--- src/rtl/hwag_pkg.sv ---
// Shared definitions for the crank-wheel (HWAG) blocks: wheel geometry defaults,
// counter width, generator states and small arithmetic helpers.
package hwag_pkg;

  localparam int TEETH_DEF = 60;
  localparam int GAP_DEF   = 2;
  localparam int CNT_W     = 20;

  typedef enum logic {
    ST_IDLE = 1'b0,
    ST_RUN  = 1'b1
  } vr_state_t;

  // Periods of 0 or 1 cannot produce a low and a high half, so they run as 2.
  function automatic logic [15:0] clamp_period(input logic [15:0] period);
    return (period < 16'd2) ? 16'd2 : period;
  endfunction

  // Last phase value of a tooth; the gap tooth spans the missing teeth too.
  function automatic logic [CNT_W-1:0] tooth_top(input logic [15:0]      period,
                                                 input logic             gap_tooth,
                                                 input logic [CNT_W-1:0] gap_mul);
    logic [CNT_W-1:0] p;
    p = CNT_W'(period);
    return gap_tooth ? (p * gap_mul) - CNT_W'(1) : p - CNT_W'(1);
  endfunction

endpackage

--- src/rtl/vr_presc.sv ---
// Prescaler for the wheel generator: one tick every presc+1 clocks, held at
// zero while clear is high so a run always starts from a known count.
module vr_presc (
  input  logic       clk,
  input  logic       rst,
  input  logic       clear,
  input  logic [7:0] presc,
  output logic       tick
);

  logic [7:0] cnt;

  assign tick = !clear && (cnt == presc);

  always_ff @(posedge clk or negedge rst) begin
    if (!rst) begin
      cnt <= 8'd0;
    end else if (clear || tick) begin
      cnt <= 8'd0;
    end else begin
      cnt <= cnt + 8'd1;
    end
  end

endmodule

--- src/rtl/vr_gen.sv ---
// Variable-reluctance wheel generator: TEETH-GAP teeth per revolution with a
// long gap tooth, configured through a one-deep pending register.
//   state   | meaning
//   ST_IDLE | stopped, outputs low, pending config copied to active at once
//   ST_RUN  | wheel running, pending config applied only at tooth-0 wrap
module vr_gen
  import hwag_pkg::*;
#(
  parameter int TEETH = TEETH_DEF,
  parameter int GAP   = GAP_DEF
) (
  input  logic        clk,
  input  logic        rst,
  input  logic        en,
  input  logic        cfg_valid,
  output logic        cfg_ready,
  input  logic [7:0]  cfg_presc,
  input  logic [15:0] cfg_period,
  output logic        vr_out,
  output logic [7:0]  tooth,
  output logic        sync,
  output logic        running
);

  localparam logic [7:0]       LAST    = 8'(TEETH - GAP - 1);
  localparam logic [CNT_W-1:0] GAP_MUL = CNT_W'(GAP + 1);

  vr_state_t        state, state_nx;
  logic             pend_full, act_valid;
  logic [7:0]       pend_presc, act_presc;
  logic [15:0]      pend_period, act_period;
  logic [CNT_W-1:0] phase, top, half;
  logic             tick, last_tooth, xfer;
  logic             start, stop, load_act, presc_clear;

  assign cfg_ready  = !pend_full;
  assign running    = (state == ST_RUN);
  assign xfer       = cfg_valid && cfg_ready;
  assign last_tooth = (tooth == LAST);
  assign top        = tooth_top(act_period, last_tooth, GAP_MUL);
  assign half       = top >> 1;

  vr_presc u_presc (
    .clk   (clk),
    .rst   (rst),
    .clear (presc_clear),
    .presc (act_presc),
    .tick  (tick)
  );

  always_ff @(posedge clk or negedge rst) begin
    if (!rst) state <= ST_IDLE;
    else      state <= state_nx;
  end

  // The prescaler is cleared whenever not running, including the stop clock,
  // so a same-clock boundary can never fire once en has dropped.
  always_comb begin
    state_nx    = state;
    start       = 1'b0;
    stop        = 1'b0;
    load_act    = 1'b0;
    presc_clear = 1'b1;
    case (state)
      ST_IDLE: begin
        load_act = pend_full;
        if (en && act_valid) begin
          state_nx = ST_RUN;
          start    = 1'b1;
        end
      end
      ST_RUN: begin
        if (!en) begin
          state_nx = ST_IDLE;
          stop     = 1'b1;
        end else begin
          presc_clear = 1'b0;
          load_act    = pend_full && tick && (phase == top) && last_tooth;
        end
      end
      default: state_nx = ST_IDLE;
    endcase
  end

  always_ff @(posedge clk or negedge rst) begin
    if (!rst) begin
      pend_full   <= 1'b0;
      pend_presc  <= 8'd0;
      pend_period <= 16'd0;
      act_valid   <= 1'b0;
      act_presc   <= 8'd0;
      act_period  <= 16'd0;
      phase       <= '0;
      tooth       <= 8'd0;
      vr_out      <= 1'b0;
      sync        <= 1'b0;
    end else begin
      if (xfer) begin
        pend_full   <= 1'b1;
        pend_presc  <= cfg_presc;
        pend_period <= cfg_period;
      end else if (load_act) begin
        pend_full <= 1'b0;
      end

      if (load_act) begin
        act_valid  <= 1'b1;
        act_presc  <= pend_presc;
        act_period <= clamp_period(pend_period);
      end

      sync <= 1'b0;
      if (start || stop) begin
        phase  <= '0;
        tooth  <= 8'd0;
        vr_out <= 1'b0;
        sync   <= start;
      end else if (tick) begin
        if (phase == top) begin
          phase  <= '0;
          vr_out <= 1'b0;
          if (last_tooth) begin
            tooth <= 8'd0;
            sync  <= 1'b1;
          end else begin
            tooth <= tooth + 8'd1;
          end
        end else begin
          phase <= phase + CNT_W'(1);
          if (phase == half) vr_out <= 1'b1;
        end
      end
    end
  end

endmodule
--- config.mk ---
export PLATFORM = sky130hd
export DESIGN_NAME = vr_gen
export DESIGN_NICKNAME = d
export VERILOG_FILES = /design/src/rtl/hwag_pkg.sv /design/src/rtl/vr_presc.sv /design/src/rtl/vr_gen.sv
export SDC_FILE = /design/constraint.sdc
export NUM_CORES = 1
export LEC_CHECK = 0
export BUFFER_PORTS_ARGS = -buffer_cell sky130_fd_sc_hd__buf_2
export CAP_MARGIN = 5
export CORE_ASPECT_RATIO = 1.2
export CORE_MARGIN = 3
export CORE_UTILIZATION = 60
export DETAILED_ROUTE_END_ITERATION = 8
export GPL_TIMING_DRIVEN = 0
export HOLD_SLACK_MARGIN = 0.02
export PLACE_DENSITY_LB_ADDON = 0.1
export REMOVE_ABC_BUFFERS = 1
export SYNTH_ARGS = -nofsm -noshare
export SYNTH_HDL_FRONTEND = slang
export SYNTH_HIERARCHICAL = 1
export SYNTH_SLANG_ARGS = --single-unit
--- constraint.sdc ---
create_clock -name clk -period 11.8 [get_ports clk]
set_input_delay 0.59 -clock clk [delete_from_list [all_inputs] [get_ports clk]]
set_output_delay 0.59 -clock clk [all_outputs]
set_load 0.03 [all_outputs]
==> impl_metrics.tcl <==
set metrics [dict create \
    outcome "completed" \
    final_antenna_net_count 0 \
    crit_type "reg -> reg" \
    p_total_mw 1.993 \
    timing.critical_path.cells "inv_1 -> ha_1 -> inv_1 -> ha_1 -> a21oi_1 -> o21ai_0 -> a22oi_1 -> a31o_2 -> nand3_1 -> a2111oi_2 -> nor4b_4 -> or2_1 -> nor2_1" \
    nNetsFinal 852 \
    finalSetupViolations 0 \
    hold_violations 0 \
    critPathArrivalTime_ns 5.23 \
    timing.rr.start "act_period[7]" \
    htree_num_levels 3 \
    area_growth_pct 7.323 \
    layout_setup_ws_ns 6.771 \
    hpwlAfterDp_microns 12250 \
    numCtsBuffers 9 \
    slew_headroom_pct 31.26 \
    fin_tns_setup_ns 0 \
    cts_root_buf "clkbuf_16" \
    rrSetupSlack_ns 6.77 \
    drt_wl_total_microns 16020 \
    cts_num_sinks 89 \
    slowest_stage "a2111oi_2" \
    route.met2.wl_microns 8134 \
    port_buffers 39 \
    grtUsageTotal_pct 25.86 \
    synth-async-reset-ratio_pct 100.0 \
    m1WireLength_microns 6909 \
    wl_per_cell_microns 17.17 \
    startpoint_type "flop" \
    first_pass_iters 5 \
    ir_drop_v 0.0001466 \
    r2r_end "phase[7]" \
    grt_max_degree 52 \
    critical_path_required_ns 12.00 \
    drive_above_1_share_pct 16.56 \
    initial_core_util_pct 62.13 \
    syn_area_per_cell_sq_um 9.126 \
    cts_setup_buffers 0 \
    grt-ovfl-total 0 \
    final.setup_skew_ns 0.01371 \
    clk_transition_reported_paths_ns 0.07 \
    leakage_nw 3.149 \
    fin_crit_ns 5.029 \
    routabilityCongestion 0.8725 \
    seq_area_frac_synth_pct 32.03 \
    fp-row-count 42 \
    cts_tree "yes" \
    post_cts_resized 0 \
    dpl_worst_slack_ns 6.822 \
    slowest_delay_ns 0.79 \
    ys.flop_type "dfrtp_1" \
    antenna_found_initial 0 \
    syn_inst 762 \
    worstPathMaxFanout 19 \
    wl_met3_microns 594 \
    n_antenna_cell 0 \
    drc 0 \
    insertion_delay_ns 0.34 \
    min_path_type "in -> async" \
    grt_pass1_wl_microns 27210 \
    synth.distinct_cells 78 \
    syn-cell-area_sq_um 6954 \
    synth_edf_count 0 \
    ff2ff_path_depth 13 \
    initialDrtViolationCount 320 \
    ys_ff_latch 89 \
    fill_cells 918 \
    vias 5644 \
    die_area_sq_um 12920 \
    io_pins 40 \
    top_layer "met4" \
    die_x_microns 104.3 \
    dieHeight_microns 123.9 \
    cap_viol_max_count 0 \
    timing.final.crit_share_pct 42.62 \
    fmax_mhz 198.8 \
    cp-startpoint "act_period[7]" \
    yosys_warnings 6 \
    worst_pin_slew_ns 1.029 \
    cp-end-kind "flop" \
    viasPerCell 6.049 \
    final-max-slew-violation-count 0 \
    power_density_nw_per_um2 267.1 \
    clk_path_buf_depth 2 \
    rsz0062_at_grt "no" \
    core_sq_um 11190 \
    grt_pass1_vias 5670 \
    holdBufCountCts 0 \
]
[where the power goes]
part           total, mW  internal (mW)  switching (mW)
Sequential         0.428          0.367          0.0612
Combinational       1.30          0.502           0.795
Clock              0.269          0.144           0.125
[worst max path at each step]
stage / slack, ns / end / cells past startpoint
finish: 6.77 / phase[7] / 13
global route: 6.34 / phase[8] / 13
CTS: 6.80 / phase[7] / 13
detailed placement: 6.82 / phase[7] / 13
global placement: 6.06 / phase[2] / 11
floorplan: 7.33 / phase[10] / 10
[layout by cell type (no fill, tap or decap), types with 11 or more instances in the layout]
| master | n |
|---|---|
| a21oi_1 | 40 |
| buf_2 | 39 |
| dfrtp_1 | 89 |
| ha_1 | 49 |
| inv_1 | 63 |
| mux2_2 | 47 |
| mux2i_1 | 12 |
| nand2_1 | 43 |
| nand3_1 | 34 |
| nand4_1 | 22 |
| nor2_1 | 65 |
| nor3_1 | 11 |
| nor4_1 | 11 |
| o21ai_0 | 18 |
| xnor2_1 | 49 |
| xor2_1 | 29 |
[layout make-up]
class                           instances  area [sq um]  area share, %
Sequential cell                        89          2227          29.84
Clock buffer                           11         232.7          3.118
Timing Repair Buffer                   42         245.2          3.286
Clock inverter                          5         40.04         0.5365
Inverter                               64         240.2          3.219
Multi-Input combinational cell        568          4285          57.42
Tap cell                              154         192.7          2.582
[routing by layer]
| layer | GRT usage [%] | vias up |
|---|---|---|
| li1 | - | 2720 |
| met1 | 31.54 | 2766 |
| met2 | 46.81 | 128 |
| met3 | 3.888 | 30 |
| met4 | 9.144 | 0 |
| met5 | 0 | - |
[per-stage QoR]
stage,util (%),instance area [sq um],hold slack [ns],instances
CTS,66.68,7463,0.2545,933
finish,66.68,7463,0.2342,933
detailed placement,64.24,7191,0.4852,917
floorplan,-,6745,0.2944,721
global placement,63.73,7133,0.4712,914
global route,66.68,7463,0.2675,933
[sequential cells by signal (all words and copies together) (netlist names)]
signal,count
sync,1
pend_presc,8
u_presc/cnt,8
act_presc,8
act_period,16
pend_period,16
running,1
act_valid,1
pend_full,1
vr_out,1
phase,20
tooth,8
[synthesized netlist by cell type (3+ instances only)]
cell	count	area share, %
nor2b_1	4	0.36
buf_1	6	0.32
or4_1	3	0.32
o21ai_0	18	1.3
mux2i_1	12	1.7
o211ai_1	3	0.32
o21a_1	4	0.43
nand2b_1	6	0.54
o22ai_1	5	0.45
nor4_1	11	0.99
buf_6	6	0.97
and4_1	4	0.50
a211o_1	3	0.38
xor2_1	29	3.7
mux2_2	47	7.6
a211oi_1	9	0.97
a31o_2	5	0.63
a221oi_1	4	0.50
inv_1	63	3.4
nor2_1	65	3.5
ha_1	49	8.8
nand4_1	22	2.0
a21oi_1	40	2.9
o2111ai_1	5	0.63
nor3_1	11	0.79
nand2_1	43	2.3
nand3_1	34	2.4
a2111oi_0	3	0.38
xnor2_1	49	6.2
and3_1	9	0.81
clkbuf_1	23	1.2
or3_1	9	0.81
a21o_1	7	0.76
dfrtp_1	89	32
a31oi_1	4	0.36
a41oi_1	3	0.38
buf_2	5	0.36
[worst max-delay path, delay by kind of cell (launching register included)]
| family | cells | cell delay (ns) |
|---|---|---|
| adder cells (fa/ha/maj) | 2 | 0.69 |
| AO/OA/AOI/OAI | 5 | 2.11 |
| flip-flops | 1 | 0.43 |
| buffers and inverters | 2 | 0.17 |
| AND/OR/NAND/NOR | 4 | 1.50 |
[kinds of logic (layout without fill, tap and decap cells)]
family	after synthesis	count (layout)	synth area share, %
XOR/XNOR	80	80	10.38
AO/OA/AOI/OAI	133	133	13.39
multiplexers	60	60	9.662
AND/OR/NAND/NOR	245	245	18.98
adder cells (fa/ha/maj)	50	50	9.104
buffers and inverters	105	122	6.459
flip-flops	89	89	32.03
(Power assumes the default switching activity.)
